--- config.mk ---
export PLATFORM = sky130hd
export DESIGN_NAME = decode_stage
export DESIGN_NICKNAME = d
export VERILOG_FILES = /design/src/rtl/decode_stage.sv
export SDC_FILE = /design/constraint.sdc
export NUM_CORES = 1
export LEC_CHECK = 0
export ABC_AREA = 0
export BUFFER_PORTS_ARGS = -buffer_cell sky130_fd_sc_hd__buf_2
export CORE_MARGIN = 2
export CORE_UTILIZATION = 45
export DETAILED_ROUTE_END_ITERATION = 8
export PLACE_DENSITY = 0.67
export SLEW_MARGIN = 20
export SYNTH_ARGS = -nofsm -noshare
export SYNTH_HDL_FRONTEND = slang
export SYNTH_SLANG_ARGS = --single-unit
--- constraint.sdc ---
create_clock -name i_clk -period 5.26 [get_ports i_clk]
set_input_delay 0.263 -clock i_clk [delete_from_list [all_inputs] [get_ports i_clk]]
set_output_delay 0.263 -clock i_clk [all_outputs]
set_load 0.005 [all_outputs]
--- src/rtl/decode_stage.sv ---
// rtl/decode_stage.sv - registered RV32I decode stage with valid/ready handshake and optional skid buffer
//
// Decodes one RV32I (optionally +M) instruction per accepted transfer and presents
// the control bundle one cycle later, in order, at full throughput.
//
// Parameters
//   M_EXT : 1 = MUL/DIV/REM decoded, 0 = those encodings flagged illegal
//   SKID  : 1 = main + skid register, registered o_ready
//           0 = single register, combinational o_ready
//
// Ports
//   i_clk, i_rst_n        clock, synchronous active-low reset
//   i_valid/o_ready       fetch-side handshake, i_inst/i_pc payload
//   i_flush               drop everything held and offered this cycle
//   o_valid/i_ready       execute-side handshake
//   o_pc, o_rs1/2, o_rd   bundle address and register fields
//   o_rs1_used/o_rs2_used operands actually read
//   o_imm                 sign-extended immediate
//   o_alu_*               ALU operation select and operand muxing
//   o_funct3              raw funct3
//   o_cond_br/o_jump      control-flow flags
//   o_mem_we              store
//   o_wb_sel/o_wb_we      writeback source (one-hot) and enable
//   o_illegal             illegal encoding

module decode_stage #(
    parameter int M_EXT = 1,
    parameter int SKID  = 1
) (
    input  logic        i_clk,
    input  logic        i_rst_n,
    input  logic        i_valid,
    output logic        o_ready,
    input  logic [31:0] i_inst,
    input  logic [31:0] i_pc,
    input  logic        i_flush,
    output logic        o_valid,
    input  logic        i_ready,
    output logic [31:0] o_pc,
    output logic [4:0]  o_rs1,
    output logic [4:0]  o_rs2,
    output logic [4:0]  o_rd,
    output logic        o_rs1_used,
    output logic        o_rs2_used,
    output logic [31:0] o_imm,
    output logic [4:0]  o_alu_op_sel,
    output logic        o_alu_sub,
    output logic        o_alu_arith,
    output logic        o_alu_a_sel,
    output logic        o_alu_b_sel,
    output logic [2:0]  o_funct3,
    output logic        o_cond_br,
    output logic        o_jump,
    output logic        o_mem_we,
    output logic [2:0]  o_wb_sel,
    output logic        o_wb_we,
    output logic        o_illegal
);

    localparam logic [6:0] OP_ARITH  = 7'b0110011;
    localparam logic [6:0] OP_ARIMM  = 7'b0010011;
    localparam logic [6:0] OP_LOAD   = 7'b0000011;
    localparam logic [6:0] OP_STORE  = 7'b0100011;
    localparam logic [6:0] OP_BRANCH = 7'b1100011;
    localparam logic [6:0] OP_JAL    = 7'b1101111;
    localparam logic [6:0] OP_JALR   = 7'b1100111;
    localparam logic [6:0] OP_AUIPC  = 7'b0010111;
    localparam logic [6:0] OP_LUI    = 7'b0110111;
    localparam logic [6:0] OP_ENV    = 7'b1110011;
    localparam logic [6:0] OP_FENCE  = 7'b0001111;

    localparam logic [4:0] SEL_ADD   = 5'b00001;
    localparam logic [4:0] SEL_SLT   = 5'b00010;
    localparam logic [4:0] SEL_BOOL  = 5'b00100;
    localparam logic [4:0] SEL_SHIFT = 5'b01000;
    localparam logic [4:0] SEL_MDIV  = 5'b10000;

    typedef struct packed {
        logic [31:0] pc;
        logic [4:0]  rs1;
        logic [4:0]  rs2;
        logic [4:0]  rd;
        logic        rs1_used;
        logic        rs2_used;
        logic [31:0] imm;
        logic [4:0]  alu_op_sel;
        logic        alu_sub;
        logic        alu_arith;
        logic        alu_a_sel;
        logic        alu_b_sel;
        logic [2:0]  funct3;
        logic        cond_br;
        logic        jump;
        logic        mem_we;
        logic [2:0]  wb_sel;
        logic        wb_we;
        logic        illegal;
    } bundle_t;

    // ALU unit chosen by funct3 for register and immediate arithmetic
    function automatic logic [4:0] f3_to_sel(input logic [2:0] f3);
        case (f3)
            3'b000:         f3_to_sel = SEL_ADD;
            3'b010, 3'b011: f3_to_sel = SEL_SLT;
            3'b001, 3'b101: f3_to_sel = SEL_SHIFT;
            default:        f3_to_sel = SEL_BOOL;
        endcase
    endfunction

    logic [6:0] opcode;
    logic [2:0] f3;
    logic [6:0] f7;
    logic       is_arith, is_arimm, is_load, is_store, is_branch;
    logic       is_jal, is_jalr, is_auipc, is_lui;
    logic       is_muldiv;
    logic       illegal;
    logic       legal;
    bundle_t    dec;

    assign opcode    = i_inst[6:0];
    assign f3        = i_inst[14:12];
    assign f7        = i_inst[31:25];
    assign is_arith  = (opcode == OP_ARITH);
    assign is_arimm  = (opcode == OP_ARIMM);
    assign is_load   = (opcode == OP_LOAD);
    assign is_store  = (opcode == OP_STORE);
    assign is_branch = (opcode == OP_BRANCH);
    assign is_jal    = (opcode == OP_JAL);
    assign is_jalr   = (opcode == OP_JALR);
    assign is_auipc  = (opcode == OP_AUIPC);
    assign is_lui    = (opcode == OP_LUI);
    assign is_muldiv = is_arith && (f7 == 7'b0000001) && (M_EXT != 0);

    always_comb begin
        illegal = 1'b0;
        if (i_inst[1:0] != 2'b11) begin
            illegal = 1'b1;
        end
        case (opcode)
            OP_ARITH: begin
                if (!((f7 == 7'b0000000) ||
                      ((f7 == 7'b0100000) && ((f3 == 3'b000) || (f3 == 3'b101))) ||
                      is_muldiv)) begin
                    illegal = 1'b1;
                end
            end
            OP_ARIMM: begin
                if ((f3 == 3'b001) && (f7 != 7'b0000000)) begin
                    illegal = 1'b1;
                end
                if ((f3 == 3'b101) && (f7 != 7'b0000000) && (f7 != 7'b0100000)) begin
                    illegal = 1'b1;
                end
            end
            OP_LOAD: begin
                if ((f3 == 3'b011) || (f3 == 3'b110) || (f3 == 3'b111)) begin
                    illegal = 1'b1;
                end
            end
            OP_STORE: begin
                if (f3 >= 3'b011) begin
                    illegal = 1'b1;
                end
            end
            OP_BRANCH: begin
                if ((f3 == 3'b010) || (f3 == 3'b011)) begin
                    illegal = 1'b1;
                end
            end
            OP_JALR: begin
                if (f3 != 3'b000) begin
                    illegal = 1'b1;
                end
            end
            OP_JAL, OP_AUIPC, OP_LUI, OP_ENV, OP_FENCE: begin
            end
            default: illegal = 1'b1;
        endcase
    end

    assign legal = !illegal;

    always_comb begin
        dec          = '0;
        dec.pc       = i_pc;
        dec.rs1      = is_lui ? 5'd0 : i_inst[19:15];
        dec.rs2      = i_inst[24:20];
        dec.rd       = i_inst[11:7];
        dec.funct3   = f3;
        dec.illegal  = illegal;
        dec.rs1_used = is_arith | is_arimm | is_load | is_store | is_branch | is_jalr;
        dec.rs2_used = is_arith | is_store | is_branch;

        case (opcode)
            OP_ARIMM, OP_LOAD, OP_JALR, OP_ENV, OP_FENCE:
                dec.imm = {{20{i_inst[31]}}, i_inst[31:20]};
            OP_STORE:
                dec.imm = {{20{i_inst[31]}}, i_inst[31:25], i_inst[11:7]};
            OP_BRANCH:
                dec.imm = {{19{i_inst[31]}}, i_inst[31], i_inst[7], i_inst[30:25], i_inst[11:8], 1'b0};
            OP_AUIPC, OP_LUI:
                dec.imm = {i_inst[31:12], 12'd0};
            OP_JAL:
                dec.imm = {{11{i_inst[31]}}, i_inst[31], i_inst[19:12], i_inst[20], i_inst[30:21], 1'b0};
            default:
                dec.imm = 32'd0;
        endcase

        // Everything other than register/immediate arithmetic uses the adder
        // (addresses, PC targets, LUI as x0 + imm); illegal words too.
        dec.alu_op_sel = SEL_ADD;
        if (legal && (is_arith || is_arimm)) begin
            dec.alu_op_sel = is_muldiv ? SEL_MDIV : f3_to_sel(f3);
        end
        dec.alu_sub   = legal && is_arith && (f3 == 3'b000) && f7[5];
        dec.alu_arith = legal && (is_arith || is_arimm) && (f3 == 3'b101) && f7[5];
        dec.alu_a_sel = is_branch | is_jal | is_auipc;
        dec.alu_b_sel = !is_arith;

        dec.cond_br = legal && is_branch;
        dec.jump    = legal && (is_jal || is_jalr);
        dec.mem_we  = legal && is_store;

        dec.wb_sel = 3'b000;
        if (legal) begin
            if (is_arith || is_arimm || is_auipc || is_lui) begin
                dec.wb_sel = 3'b001;
            end else if (is_load) begin
                dec.wb_sel = 3'b010;
            end else if (is_jal || is_jalr) begin
                dec.wb_sel = 3'b100;
            end
        end
        dec.wb_we = |dec.wb_sel;
    end

    // Output (main) register and optional skid register
    bundle_t main_q, main_d;
    bundle_t skid_q, skid_d;
    logic    main_valid_q, main_valid_d;
    logic    skid_valid_q, skid_valid_d;
    logic    accept;
    logic    drain;

    assign o_ready = (SKID != 0) ? !skid_valid_q : (!main_valid_q || i_ready);
    assign accept  = i_valid && o_ready;
    assign drain   = main_valid_q && i_ready;

    always_comb begin
        main_d       = main_q;
        skid_d       = skid_q;
        main_valid_d = main_valid_q;
        skid_valid_d = skid_valid_q;
        if (i_flush) begin
            main_valid_d = 1'b0;
            skid_valid_d = 1'b0;
        end else if (SKID != 0) begin
            if (drain) begin
                // o_ready is low whenever the skid is full, so accept and a
                // full skid never coincide here.
                if (skid_valid_q) begin
                    main_d       = skid_q;
                    skid_valid_d = 1'b0;
                end else if (accept) begin
                    main_d = dec;
                end else begin
                    main_valid_d = 1'b0;
                end
            end else if (accept) begin
                if (main_valid_q) begin
                    skid_d       = dec;
                    skid_valid_d = 1'b1;
                end else begin
                    main_d       = dec;
                    main_valid_d = 1'b1;
                end
            end
        end else begin
            if (accept) begin
                main_d       = dec;
                main_valid_d = 1'b1;
            end else if (drain) begin
                main_valid_d = 1'b0;
            end
        end
    end

    always_ff @(posedge i_clk) begin
        if (!i_rst_n) begin
            main_q       <= '0;
            skid_q       <= '0;
            main_valid_q <= 1'b0;
            skid_valid_q <= 1'b0;
        end else begin
            main_q       <= main_d;
            skid_q       <= skid_d;
            main_valid_q <= main_valid_d;
            skid_valid_q <= skid_valid_d;
        end
    end

    assign o_valid      = main_valid_q;
    assign o_pc         = main_q.pc;
    assign o_rs1        = main_q.rs1;
    assign o_rs2        = main_q.rs2;
    assign o_rd         = main_q.rd;
    assign o_rs1_used   = main_q.rs1_used;
    assign o_rs2_used   = main_q.rs2_used;
    assign o_imm        = main_q.imm;
    assign o_alu_op_sel = main_q.alu_op_sel;
    assign o_alu_sub    = main_q.alu_sub;
    assign o_alu_arith  = main_q.alu_arith;
    assign o_alu_a_sel  = main_q.alu_a_sel;
    assign o_alu_b_sel  = main_q.alu_b_sel;
    assign o_funct3     = main_q.funct3;
    assign o_cond_br    = main_q.cond_br;
    assign o_jump       = main_q.jump;
    assign o_mem_we     = main_q.mem_we;
    assign o_wb_sel     = main_q.wb_sel;
    assign o_wb_we      = main_q.wb_we;
    assign o_illegal    = main_q.illegal;

endmodule
After elaboration in Yosys (flattened, before gate mapping)
Cells that the tools add are included.
{"block": "totals", "ff_bits": 204, "in_bits": 69, "out_inout_bits": 103, "word_cells": 151}
{"block": "classes", "magnitude_cmp": 1, "n_eq_ne": 24, "n_mux": 27, "bitwise": 12, "reduce_logical": 47}
{"operator": "two-way mux 101 bit", "count": 5}
{"operator": "case mux 32 bit (5 select lines)", "count": 1}
{"operator": "== test 7 x 6 -> 1 bit (second input constant)", "count": 4}
{"operator": "== test 7 bit (second input constant)", "count": 4}
{"operator": "logical AND 1 bit", "count": 16}
{"operator": "two-way mux 5 bit", "count": 3}
{"operator": "== test 7 x 5 -> 1 bit (second input constant)", "count": 2}
{"operator": "two-way mux 1 bit", "count": 12}
{"operator": "two-way mux 3 bit", "count": 4}
{"operator": "case mux 4 bit (3 select lines)", "count": 1}
{"operator": "logical OR 1 bit", "count": 10}
{"operator": "OR reduction 5 bit", "count": 2}
{"operator": "== test 3 bit (second input constant)", "count": 3}
{"operator": "bitwise OR 1 bit", "count": 9}
{"operator": "AND reduction 4 bit", "count": 2}
{"operator": "OR reduction 2 bit", "count": 4}
{"operator": "== test 7 x 1 -> 1 bit (second input constant)", "count": 1}
{"operator": "== test 7 x 2 -> 1 bit (second input constant)", "count": 1}
{"operator": "== test 7 x 4 -> 1 bit (second input constant)", "count": 1}
{"operator": "zero test 7 bit", "count": 1}
{"operator": "!= test 7 x 6 -> 1 bit (second input constant)", "count": 1}
{"operator": "case mux 1 bit (7 select lines)", "count": 1}
{"operator": "nonzero test 7 bit", "count": 1}
{"operator": "== test 3 x 2 -> 1 bit (second input constant)", "count": 2}
{"operator": "12 further kinds", "count": 20}

Longest topological paths before layout
{"block": "depth", "word_depth": 14, "depth_mapped": 9, "mapped_depth_nobuf": 6}

Worst setup path before layout
OpenSTA, ideal clock, no wires.
{"block": "synth_path", "path_type": "input to register", "start": "input port i_inst[12]", "end": "register skid_q[13] in the netlist's numbering", "setup_ns": 0.068, "arrival_ns": 1.803, "required_ns": 5.192, "slack_ns": 3.389, "path_stages": 8, "path_buffers": 2, "path_cell_list": "buf_6 xor2_1 o31a_1 o221a_4 nor4_4 nand3_2 buf_6 o21ai_2"}
{"block": "synth_via", "elab_chain_cells": 11, "word_cells_on_any_way": 31, "cone_classes": "order compare (1); eq/ne (6); mux (8); reduce/logical (16)"}
{"item": "from (decl)", "line": "34", "text": "input logic [31:0] i_inst,"}
{"item": "== test 3 bit or zero test 3 bit (tied branches)", "line": "142, 151, 216"}
{"item": "logical OR 1 bit", "line": "142", "text": "((f7 == 7'b0100000) && ((f3 == 3'b000) || (f3 == 3'b101))) ||"}
{"item": "logical AND 1 bit", "line": "142"}
{"item": "logical OR 1 bit", "line": "141", "text": "if (!((f7 == 7'b0000000) ||"}
{"item": "logical OR 1 bit", "line": "142"}
{"item": "two-way mux 1 bit", "line": "141"}
{"item": "case mux 1 bit (7 select lines)", "line": "139", "text": "case (opcode)"}
{"item": "zero test 1 bit", "line": "181", "text": "assign legal = !illegal;"}
{"item": "logical AND 1 bit", "line": "216", "text": "dec.alu_arith = legal && (is_arith || is_arimm) && (f3 == 3'b101) && f7[5];"}
{"item": "logical AND 1 bit (*) (2 in a row)", "line": "216"}
{"item": "to (signal assigned)", "line": "296", "text": "skid_q <= skid_d;"}
{"item": "to (decl)", "line": "239", "text": "bundle_t skid_q, skid_d;"}
Mark *: on every way between the ends. The rest lies on a longest branch, timed or not.
A chain may end at the register's enable or synchronous reset.

Worst setup path in the final report
{"block": "layout_path", "start": "register main_valid_q, in the netlist o_valid", "end": "register skid_q[53] in the netlist's numbering"}
{"block": "layout_via", "elab_chain_cells": 3}
{"item": "from (decl)", "line": "240", "text": "logic main_valid_q, main_valid_d;"}
{"item": "from (signal assigned)", "line": "297", "text": "main_valid_q <= main_valid_d;"}
{"item": "logical AND 1 bit", "line": "247", "text": "assign drain = main_valid_q && i_ready;"}
{"item": "inverter 1 bit (no line)"}
{"item": "AND reduction 4 bit (no line) (*)"}
Marks and branches as above.

==> flow_metrics.tcl <==
set metrics [dict create \
    finalSetupViolations 0 \
    fillers 1805 \
    viasPerCell 5.58 \
    status "completed" \
    period_share_pct 47.0 \
    synth.distinct_cells 55 \
    synthTopCellsByArea "dfxtp_1 46%, nand2_1 11%, o211a_1 6.2%" \
    avgSynthCellArea_um2 8.10 \
    async_reset_ff_share_pct 0 \
    seq_area_frac_synth_pct 45.7 \
    crit_type "reg -> reg" \
    clock_path_buffers 3 \
    ant_nets 0 \
    slowest_stage "or4_2" \
    start_kind "flip-flop" \
    cp_common_cell "nand2_1" \
    rsz0062_at_grt "false" \
    synth-edff-count 0 \
    yosys_warnings 0 \
    crit_required_ps 5670 \
    grt_start_max_net_pins 131 \
    fmax_mhz 404 \
    cts_tree "done" \
    tns_ps 0 \
    fin_crit_ps 2470 \
    drc 0 \
    max_stage_delay_ps 870 \
    drt_wl_total_um 25300 \
    core_um2 19500 \
    endpoint_kind "flip-flop" \
    drv_cap 0 \
    pin_count 172 \
    cp.arrival_ps 2880 \
    start_util_pct 46.0 \
    ys_seq_elements 204 \
    die-area_um2 21000 \
    path_max_fanout 52 \
    die_w_um 145 \
    stdcell_count 1504 \
    ir_drop_uv 238 \
    antennaDiodeCount 0 \
    cts_root_buf "clkbuf_16" \
    wl_per_cell_um 16.8 \
    yosysTopAreaCellShare_pct 45.7 \
    synth_top_area_cell "dfxtp_1" \
    grt_pass1_vias 7659 \
    hold_slack_ps 13.3 \
    antenna_found_initial 0 \
    drt_iter0_drc 631 \
    drt_pass1_iterations 5 \
    numCtsBuffers 23 \
    cts_resized 0 \
    overflow 0 \
    place_congestion 0.868 \
    finalHoldViolCount 0 \
    rows 51 \
    nets 1291 \
    fin_skew_ps 12.8 \
    path_cells "nand2_1 > or4_2 > buf_4 > nand2_1 > o21ai_0 > and2_1" \
    track_usage_pct 23.0 \
    hold_class "in -> reg" \
    syn-cell-area_um2 8940 \
    cts_sinks 204 \
    synthCells 1104 \
    syn2layout_area_growth_pct 21.2 \
    dp_cells 1449 \
    grt_pass1_wl_um 40400 \
    total_power_mw 3.77 \
    port_buffers 171 \
    die_h_um 145 \
    syn_nets 1173 \
    power.leakage_nw 4.78 \
    clkTransAtPathRegs_ps 60 \
    hpwlAfterDp_um 15700 \
    synth_ff_type "dfxtp_1" \
    dr_total_vias 8393 \
    drv_slew 0 \
    cts_max_level 1 \
    clock_latency_ps 510 \
    tightestPinTransition_ps 1040 \
    layout-drive-gt1-share_pct 20.2 \
    seq_area_um2 4080 \
    slew-limit-headroom_pct 30.4 \
    powerDensity_nw_per_um2 348 \
    multi_input_area_um2 4440 \
]
-- power breakdown --
group | internal (mW) | switching (mW)
Sequential | 1.59 | 0.0272
Clock | 1.20 | 0.664
Combinational | 0.119 | 0.171
-- cell families after synthesis --
family / Yosys count / synth area share, %
simple gates: 461 / 24.0
compound gates: 332 / 25.3
flops: 204 / 45.7
buf+inv: 106 / 4.91
xor+xnor: 1 / 0.0979
-- worst max-delay path: cells and delay by family, from the launching register on --
family | cells | cell delay (ps)
buffers and inverters | 1 | 440
and+or+nand+nor | 4 | 1370
DFF | 1 | 470
AOI/OAI and AO/OA | 1 | 80
-- path summary, 6_finish.rpt --
kind                                        startpoint                      end  slack, ps  cells past startpoint
worst max-delay path              o_valid$_SDFFE_PP0P_  skid_q[53]$_SDFFE_PN0P_       2790                      6
worst min-delay path                           i_pc[9]  skid_q[78]$_SDFFE_PN0P_         10                      3
worst max register to register    o_valid$_SDFFE_PP0P_  skid_q[53]$_SDFFE_PN0P_       2790                      6
worst min register to register  o_imm[30]$_SDFFE_PN0P_   o_imm[30]$_SDFFE_PN0P_        440                      2
-- sequential cells by signal, summed over array words and instances, names as in the netlist, 3 cells and up --
| signal | count |
|---|---|
| o_wb_sel | 3 |
| o_rs2 | 5 |
| o_alu_op_sel | 5 |
| o_rd | 5 |
| o_rs1 | 5 |
| o_imm | 32 |
| o_funct3 | 3 |
| skid_q | 101 |
| o_pc | 32 |
-- final cells by class --
| type | instances | share of cell area [%] |
|---|---|---|
| clock inverter | 11 | 1.96 |
| clock buffer | 31 | 6.23 |
| sequential | 204 | 37.7 |
| timing repair buffer | 194 | 9.93 |
| multi-input combinational | 794 | 41.0 |
| inverter | 5 | 0.173 |
| tap | 265 | 3.06 |
-- through the flow --
stage	setup WS [ps]	util (%)	area, um2
CTS	2760	55.7	10800
detailed placement	2360	50.5	9820
finish	2790	55.7	10800
floorplan	3390	-	8940
global route	2580	55.7	10800
global placement	2340	50.5	9820
-- cell usage in the layout (no fill, tap or decap), types with 8 or more instances in the layout --
master         count
nand2_1          263
dfxtp_1          204
buf_2            170
o21ai_0          106
nand3_1           92
o211a_1           55
a21oi_1           54
a21boi_0          49
clkbuf_16         23
and3_1            21
and2_1            16
nor2_1            15
dlygate4sd3_1     13
a31oi_1           11
o21ai_2           10
buf_4             10
nand3b_1           8
-- cells in the mapped netlist, types with 4 or more instances --
library cell and number:
a21boi_0 49, a21boi_1 4, a21oi_1 54, a221oi_1 7, a22oi_1 5, a31oi_1 11, and2_1 16, and3_1 22
buf_2 11, clkbuf_1 83, dfxtp_1 204, inv_1 5, nand2_1 263, nand2b_1 4, nand3_1 93, nand3b_1 8
nand4_1 7, nor2_1 15, nor2b_1 7, nor3_1 5, o211a_1 55, o211ai_1 4, o21ai_0 106, o21ai_1 7
o21ai_2 10, o221ai_1 4
-- per-layer routing --
metal | GRT usage, % | part of all wire, % | up-vias
met2 | 36.5 | 46 | 267
met1 | 32.2 | 46 | 3981
met4 | 5.40 | 2.1 | 0
met5 | 0 | 0 | -
li1 | - | - | 4106
met3 | 4.50 | 6.5 | 39
-- timing repair --
action / in CTS / in global routing
hold endpoints to repair: 13 / 0
hold buffers: 13 / 0
setup buffers: 0 / 0
Power figures use the tool's default switching activity.
